**config.mk**
```make
export PLATFORM = sky130hd
export DESIGN_NAME = prbs_predict
export DESIGN_NICKNAME = d
export VERILOG_FILES = /design/src/rtl/prbs_pkg.sv /design/src/rtl/prbs_predict.sv
export SDC_FILE = /design/constraint.sdc
export NUM_CORES = 1
export LEC_CHECK = 0
export CAP_MARGIN = 0
export CORE_MARGIN = 2
export CORE_UTILIZATION = 35
export DETAILED_ROUTE_END_ITERATION = 10
export PLACE_DENSITY_LB_ADDON = 0.1
export SYNTH_ARGS = -nofsm -noshare
export SYNTH_HDL_FRONTEND = slang
export SYNTH_SLANG_ARGS = --single-unit
```
**constraint.sdc**
```tcl
create_clock -name vclk -period 13.9
set_clock_uncertainty 0.05 [all_clocks]
set_input_delay 2.78 -clock vclk [all_inputs]
set_output_delay 2.78 -clock vclk [all_outputs]
set_load 0.1 [all_outputs]
```
**src/rtl/prbs_pkg.sv**
```systemverilog
// prbs_pkg: shared definitions for the PRBS checker and generator.
//   - mode encodings (PRBS7/15/23/31)
//   - tap table of (A,B) pairs for b[n] = b[n-A] ^ b[n-B]
//   - checker FSM state type
//   - search_words(): ceil(A/width), the words needed to fill the history
package prbs_pkg;

  localparam logic [1:0] MODE_PRBS7  = 2'd0;
  localparam logic [1:0] MODE_PRBS15 = 2'd1;
  localparam logic [1:0] MODE_PRBS23 = 2'd2;
  localparam logic [1:0] MODE_PRBS31 = 2'd3;

  typedef struct packed {
    logic [5:0] a;
    logic [5:0] b;
  } taps_t;

  typedef enum logic [1:0] {
    SEARCH,
    VERIFY,
    LOCKED
  } state_t;

  function automatic taps_t prbs_taps(input logic [1:0] mode);
    taps_t t;
    t = '{a: 6'd7, b: 6'd6};
    case (mode)
      MODE_PRBS7:  t = '{a: 6'd7,  b: 6'd6};
      MODE_PRBS15: t = '{a: 6'd15, b: 6'd14};
      MODE_PRBS23: t = '{a: 6'd23, b: 6'd18};
      MODE_PRBS31: t = '{a: 6'd31, b: 6'd28};
      default:     t = '{a: 6'd7,  b: 6'd6};
    endcase
    return t;
  endfunction

  function automatic int unsigned search_words(input logic [1:0] mode,
                                               input int unsigned width);
    taps_t       t;
    int unsigned a;
    t = prbs_taps(mode);
    a = 32'(t.a);
    return (a + width - 1) / width;
  endfunction

endpackage

```
**src/rtl/prbs_predict.sv**
```systemverilog
// prbs_predict: combinational PRBS word predictor.
// Ports:
//   history [30:0]        last 31 stream bits, history[30] is the newest
//   mode    [1:0]         polynomial select (see prbs_pkg)
//   next    [WORDWIDTH-1] next WORDWIDTH stream bits, bit 0 earliest
// Bits within the word feed later bits of the same word, so any width
// from 8 to 64 works for every polynomial.
module prbs_predict
  import prbs_pkg::*;
#(
  parameter int unsigned WORDWIDTH = 32
) (
  input  logic [30:0]          history,
  input  logic [1:0]           mode,
  output logic [WORDWIDTH-1:0] next
);

  function automatic logic [WORDWIDTH-1:0] unroll(input logic [30:0] h,
                                                  input logic [1:0]  m);
    logic [30+WORDWIDTH:0] seq;
    taps_t                 t;
    int unsigned           a;
    int unsigned           b;
    t   = prbs_taps(m);
    a   = 32'(t.a);
    b   = 32'(t.b);
    // seq is time-ordered: [30:0] known history, [30+W:31] new bits
    seq = {{WORDWIDTH{1'b0}}, h};
    for (int unsigned j = 0; j < WORDWIDTH; j++) begin
      seq[31 + j] = seq[31 + j - a] ^ seq[31 + j - b];
    end
    return seq[30+WORDWIDTH:31];
  endfunction

  always_comb begin
    next = unroll(history, mode);
  end

endmodule

```
After elaboration in Yosys (flattened, before gate mapping) --
Index checks and enable logic that the tools add are counted.
Cells by class: add/sub/neg operators 64, $lt $le $gt $ge 64, equality and inequality tests 3, muxes and demuxes 129, bitwise operators 32, reductions and logical operators 1
Operators with widths (number):
- 32-bit by 7-bit < comparator with 1-bit output, second input constant | 64
- 6-bit by 6-bit subtractor with 7-bit output, first input constant | 62
- 1-bit binary-select mux with 6-bit select | 64
- 1-bit two-way mux | 64
- 12-bit one-hot mux with 4 select lines | 1
- 1-bit XOR | 32
- 5-bit by 6-bit subtractor with 7-bit output, first input constant | 2
- 2-bit == test, second input constant | 2
- 2-bit by 1-bit == test with 1-bit output, second input constant | 1
- 2-bit zero test | 1
Storage, ports and cells: register bits after elaboration 0, input bits 33, word-level logic and storage cells 293

Longest topological paths before layout --
word-level depth 99, gate-level depth with buffers 36, gate-level depth less buffers 29

Worst setup path before layout --
Ideal clock, no wire load.
kind input-to-output, start in mode[0], end out next[28], data arrival time 14.700 ns, required time 11.070 ns, path slack -3.630 ns, stages 34, buffers on the path 7, cells stage by stage buf_2 > buf_1 > inv_1 > ha_1 > buf_6 > clkinv_1 > clkbuf_1 > clkbuf_1 > clkbuf_1 > ha_1 > or2_1 > buf_4 > xnor2_4 > o211a_1 > o21ai_1 > nand2_1 > inv_1 > a21oi_1 > and4_1 > o31ai_1 > a21o_2 > inv_2 > mux4_2 > or4_4 > nand3_2 > a31oi_1 > xnor2_1 > a221oi_1 > a21oi_1 > xor2_1 > a31o_1 > mux2i_1 > xnor2_1 > o21ai_1
On the way: cells in the longest elaborated chain, start to end 90, elaborated cells on any way between the ends 208, classes of those cells add/sub (58); eq/ne (3); mux (117); bitwise (29); reduce/logical (1)
Ends and longest elaborated chain:
- start, declared | RTL line prbs_predict.sv:14 | input logic [1:0] mode,
- 2-bit == test, or another cell as far along | RTL line prbs_pkg.sv:27 | case (mode)
- 12-bit one-hot mux with 4 select lines * | RTL line prbs_pkg.sv:27
- 5-bit by 6-bit subtractor with 7-bit output | RTL line prbs_predict.sv:30 | seq[31 + j] = seq[31 + j - a] ^ seq[31 + j - b];
- 1-bit binary-select mux with 6-bit select | RTL line prbs_predict.sv:30
- 1-bit two-way mux (not written as such) | RTL line prbs_predict.sv:30
- 1-bit XOR | RTL line prbs_predict.sv:30
- 1-bit binary-select mux with 6-bit select | RTL line prbs_predict.sv:30
- 1-bit two-way mux (not written as such) | RTL line prbs_predict.sv:30
- (+1 left out)
- named net next[1] | RTL line prbs_predict.sv:15 | output logic [WORDWIDTH-1:0] next
- (+27 left out)
- named net next[10] | RTL line prbs_predict.sv:15
- (+27 left out)
- named net next[19] | RTL line prbs_predict.sv:15
- (+20 left out)
- 1-bit XOR * | RTL line prbs_predict.sv:30
- named net next[26] | RTL line prbs_predict.sv:15
- 1-bit binary-select mux with 6-bit select | RTL line prbs_predict.sv:30
- 1-bit two-way mux (not written as such) | RTL line prbs_predict.sv:30
- 1-bit XOR | RTL line prbs_predict.sv:30
- 1-bit binary-select mux with 6-bit select | RTL line prbs_predict.sv:30
- 1-bit two-way mux (not written as such) | RTL line prbs_predict.sv:30
- 1-bit XOR * | RTL line prbs_predict.sv:30
- end, declared | RTL line prbs_predict.sv:15
Mark *: on every way through the listed nets, which the timed path passes. The rest lies on a longest branch. The select of a mux whose other input is x is not followed.

Worst setup path after layout --
start in mode[1], end out next[28]
On the way: cells in the longest elaborated chain, start to end 90, elaborated cells on any way between the ends 208, classes of those cells add/sub (58); eq/ne (3); mux (117); bitwise (29); reduce/logical (1)
Ends and longest elaborated chain (RTL line):
- 2-bit == test, or another cell as far along | prbs_pkg.sv:27
- 12-bit one-hot mux with 4 select lines * | prbs_pkg.sv:27
- 5-bit by 6-bit subtractor with 7-bit output | prbs_predict.sv:30
- 1-bit binary-select mux with 6-bit select | prbs_predict.sv:30
- 1-bit two-way mux (not written as such) | prbs_predict.sv:30
- 1-bit XOR | prbs_predict.sv:30
- 1-bit binary-select mux with 6-bit select | prbs_predict.sv:30
- 1-bit two-way mux (not written as such) | prbs_predict.sv:30
- (+74 left out)
- 1-bit two-way mux (not written as such) | prbs_predict.sv:30
- 1-bit XOR | prbs_predict.sv:30
- 1-bit binary-select mux with 6-bit select | prbs_predict.sv:30
- 1-bit two-way mux (not written as such) | prbs_predict.sv:30
- 1-bit XOR | prbs_predict.sv:30
- 1-bit binary-select mux with 6-bit select | prbs_predict.sv:30
- 1-bit two-way mux (not written as such) | prbs_predict.sv:30
- 1-bit XOR * | prbs_predict.sv:30
Every way passes the cells marked *; elsewhere a longest branch is shown, timed or not. The select of a mux whose other input is x is not followed.

==> summary.md <==
| Metric | Value |
|---|---|
| Syn_area_per_cell | 6.93 um^2 |
| Sequential share of power | 0% |
| HPWL Detailed | around 30000 um |
| DR pass1 iterations | 8 |
| Num sequential | 0 |
| Layout cell share with drive strength beyond 1 | 23.0% |
| Placer's final routability congestion estimate | 0.986 |
| Core area | 19300 um^2 |
| Startpoint class of the critical path | primary input |
| Worst Setup End Kind | output pin |
| Post-CTS Hold Buffers | 0 |
| Seq/Total Area, Yosys | 0% |
| RSZ-0062 raised after global routing | true |
| Commonest non-fill, non-tap cell in the layout | nand2_1 |
| Area Overhead vs Synth | 24.6% |
| Final period utilization | 97.8% |
| Max Cap Violations | 0 |
| Hold EP | next[28] |
| Pwr per Cell Area | 128 nW/um^2 |
| Power share of the clock group | 0% |
| Mapped Cells | about 990 |
| Die ar. | 20800 um^2 |
| Yosys top cell by area | mux4_2 |
| Routed length per instance | slightly below 30 um |
| First DRT Iteration DRCs | 1121 |
| Slew headroom | 24.3% |
| Commonest non-fill, non-tap cells in the layout | 104 x nand2_1, 96 x nor2_1, 69 x buf_4 |
| DRC Markers | 0 |
| Fill count | 1967 |
| Peak supply drop | between 0.04 and 0.05 mV |
| Hold Path Depth | 6 |
| Fin. max-slew vios | 0 |
| Post-layout worst setup margin | just over 300 ps |
| Antenna Cells | 0 |
| Initial core utilization | between 30 and 40% |
| CLK BUF | 0 |
| Total wire length | between 30000 and 40000 um |
| Chip height | about 140 um |
| First-pass GRT wire length | ~55000 um |
| Vias/cell | 6.90 |
| Die extent in x | between 100 and 150 um |
| Detail Route Antenna Nets | 0 |
| Synth Net Count | roughly 1000 |
| Hold path startpoint | history[12] |
| Critical Path AT | 10760 ps |
| Placement Setup Slack | 352 ps |
| Vias in the first global route | 8337 |
| Post-layout min period | 13590 ps |
| Largest net degree at the start of global routing | 60 |
| Final Hold Viols | 0 |
| TNS Setup | 0 ps |
| Routed via count | 8975 |
| Io pins | 65 |
| Leak | 3.07 nW |
| Post-synthesis cell type count | 101 |
| Grt total ovfl | 0 |
| Fmax | 0.0736 GHz |
| Row count | 51 |
| Netlist Area Pre-Place | 6870 um^2 |
| Worst Tran Pin Value | 1110 ps |
| Initial antenna violation count | 0 |
| Status | completed |
| WP data required | 11070 ps |
| Final Setup Violations | 0 |
| Switch Pwr | 725 uW |
| Nets@finish | 1080 |
| Synth Warn # | 0 |
| Internal | 372 uW |
| Top cells by area, synth | mux4_2 11%, mux2i_1 8.3%, nand2_1 5.7%, nor2_1 5.3%, a21oi_1 4.8% |
| PortBufs | 65 |
| Tot GR Track Use | 36.1% |
| Sw Share | around two thirds |
| Combinational share of power | 100.0% |
| Post-synth top area share | a little under an eighth |
| Worst min-delay path class | in2out |
| FF+latch area | 0 um^2 |
| Crit Path Category | in2out |
| Crit-path max FO | 16 |
==> worst max path at each step <==
stage / start / to / cells past startpoint
after global routing: mode[1] / next[31] / 28
after CTS: mode[1] / next[31] / 28
final: mode[1] / next[28] / 26
after floorplan: mode[0] / next[28] / 32
after detailed placement: mode[0] / next[31] / 28
after global placement: mode[1] / next[31] / 28
==> per-stage QoR <==
step           utilization (%)  std cells  cell area, um^2  total power [mW]  hold slack (ps)
6_report                  44.3       1300             8560              1.10             6890
5_1_grt                   44.3       1300             8560              1.14             6940
4_1_cts                   43.8       1296             8460              1.07             6910
3_5_place_dp              43.8       1296             8460              1.07             6910
3_3_place_gp              43.8       1296             8460              1.08             6890
2_1_floorplan                -        991             7220             0.723             6090
==> routing by layer <==
layer	track usage [%]	part of all wire (%)	up-vias
met3	5.07	10	131
met4	19.4	7.1	0
met1	47.8	40	4243
li1	-	-	3950
met2	56.6	43	651
met5	0	0	-
==> timing repair <==
item	4_1_cts	5_1_grt
setup endpoints to repair	0	3
resized for setup	0	13
setup buffers	0	4
==> critical path, stage by stage <==
cell and delay [ps]:
clkdlybuf4s50_1 600, inv_1 120, ha_1 240, buf_4 200, buf_4 220, or3_1 410
o2111a_1 160, or4_1 540, a31oi_2 330, nor2_1 140, mux2_2 310, and4_1 240
or3_1 530, a2111oi_0 1000, a221oi_4 270, xnor2_2 410, a211oi_1 130, a2111oi_1 520
nand3_1 160, a32oi_2 360, xor2_4 220, a31o_1 170, mux2i_1 80, xnor2_1 200
o21ai_4 190, buf_12 190
==> power groups by stage <==
stage                     Combinational (mW)  Sequential [mW]  Clock (mW)
after floorplan                        0.723                0           0
after global placement                  1.08                0           0
after detailed placement                1.07                0           0
after CTS                               1.07                0           0
after global routing                    1.14                0           0
final                                   1.10                0           0
==> kinds of logic after synthesis <==
family,synth area share (%)
xor+xnor,4.61
fa+ha+maj,1.82
simple gates,27.0
mux,24.9
buf+inv,7.31
compound gates,34.4
==> cell type report <==
class	count	area (um^2)	area share, %
Timing Repair Buffer	128	1340	15.6
Tap cell	265	332	3.87
Multi-Input combinational cell	873	6730	78.6
Inverter	34	164	1.91
==> cell usage after synthesis, types with 7 or more instances <==
library cell / n
nand2b_1: 10
nor4_1: 9
or3_1: 11
a21oi_1: 66
mux2_2: 28
ha_1: 10
and3_1: 10
nand3_1: 32
xnor2_1: 25
clkbuf_1: 58
a211oi_1: 20
nand2_1: 105
mux2i_1: 57
nor2_1: 97
and2_1: 14
or2_2: 7
o211ai_1: 26
nor3_1: 27
buf_1: 8
o31ai_1: 13
buf_4: 7
o22ai_1: 11
xor2_1: 8
o21a_1: 12
nand4_1: 17
o21ai_0: 51
mux4_2: 35
buf_2: 8
a31oi_1: 19
inv_1: 28
Note: power is estimated with default switching activity, not from simulation.
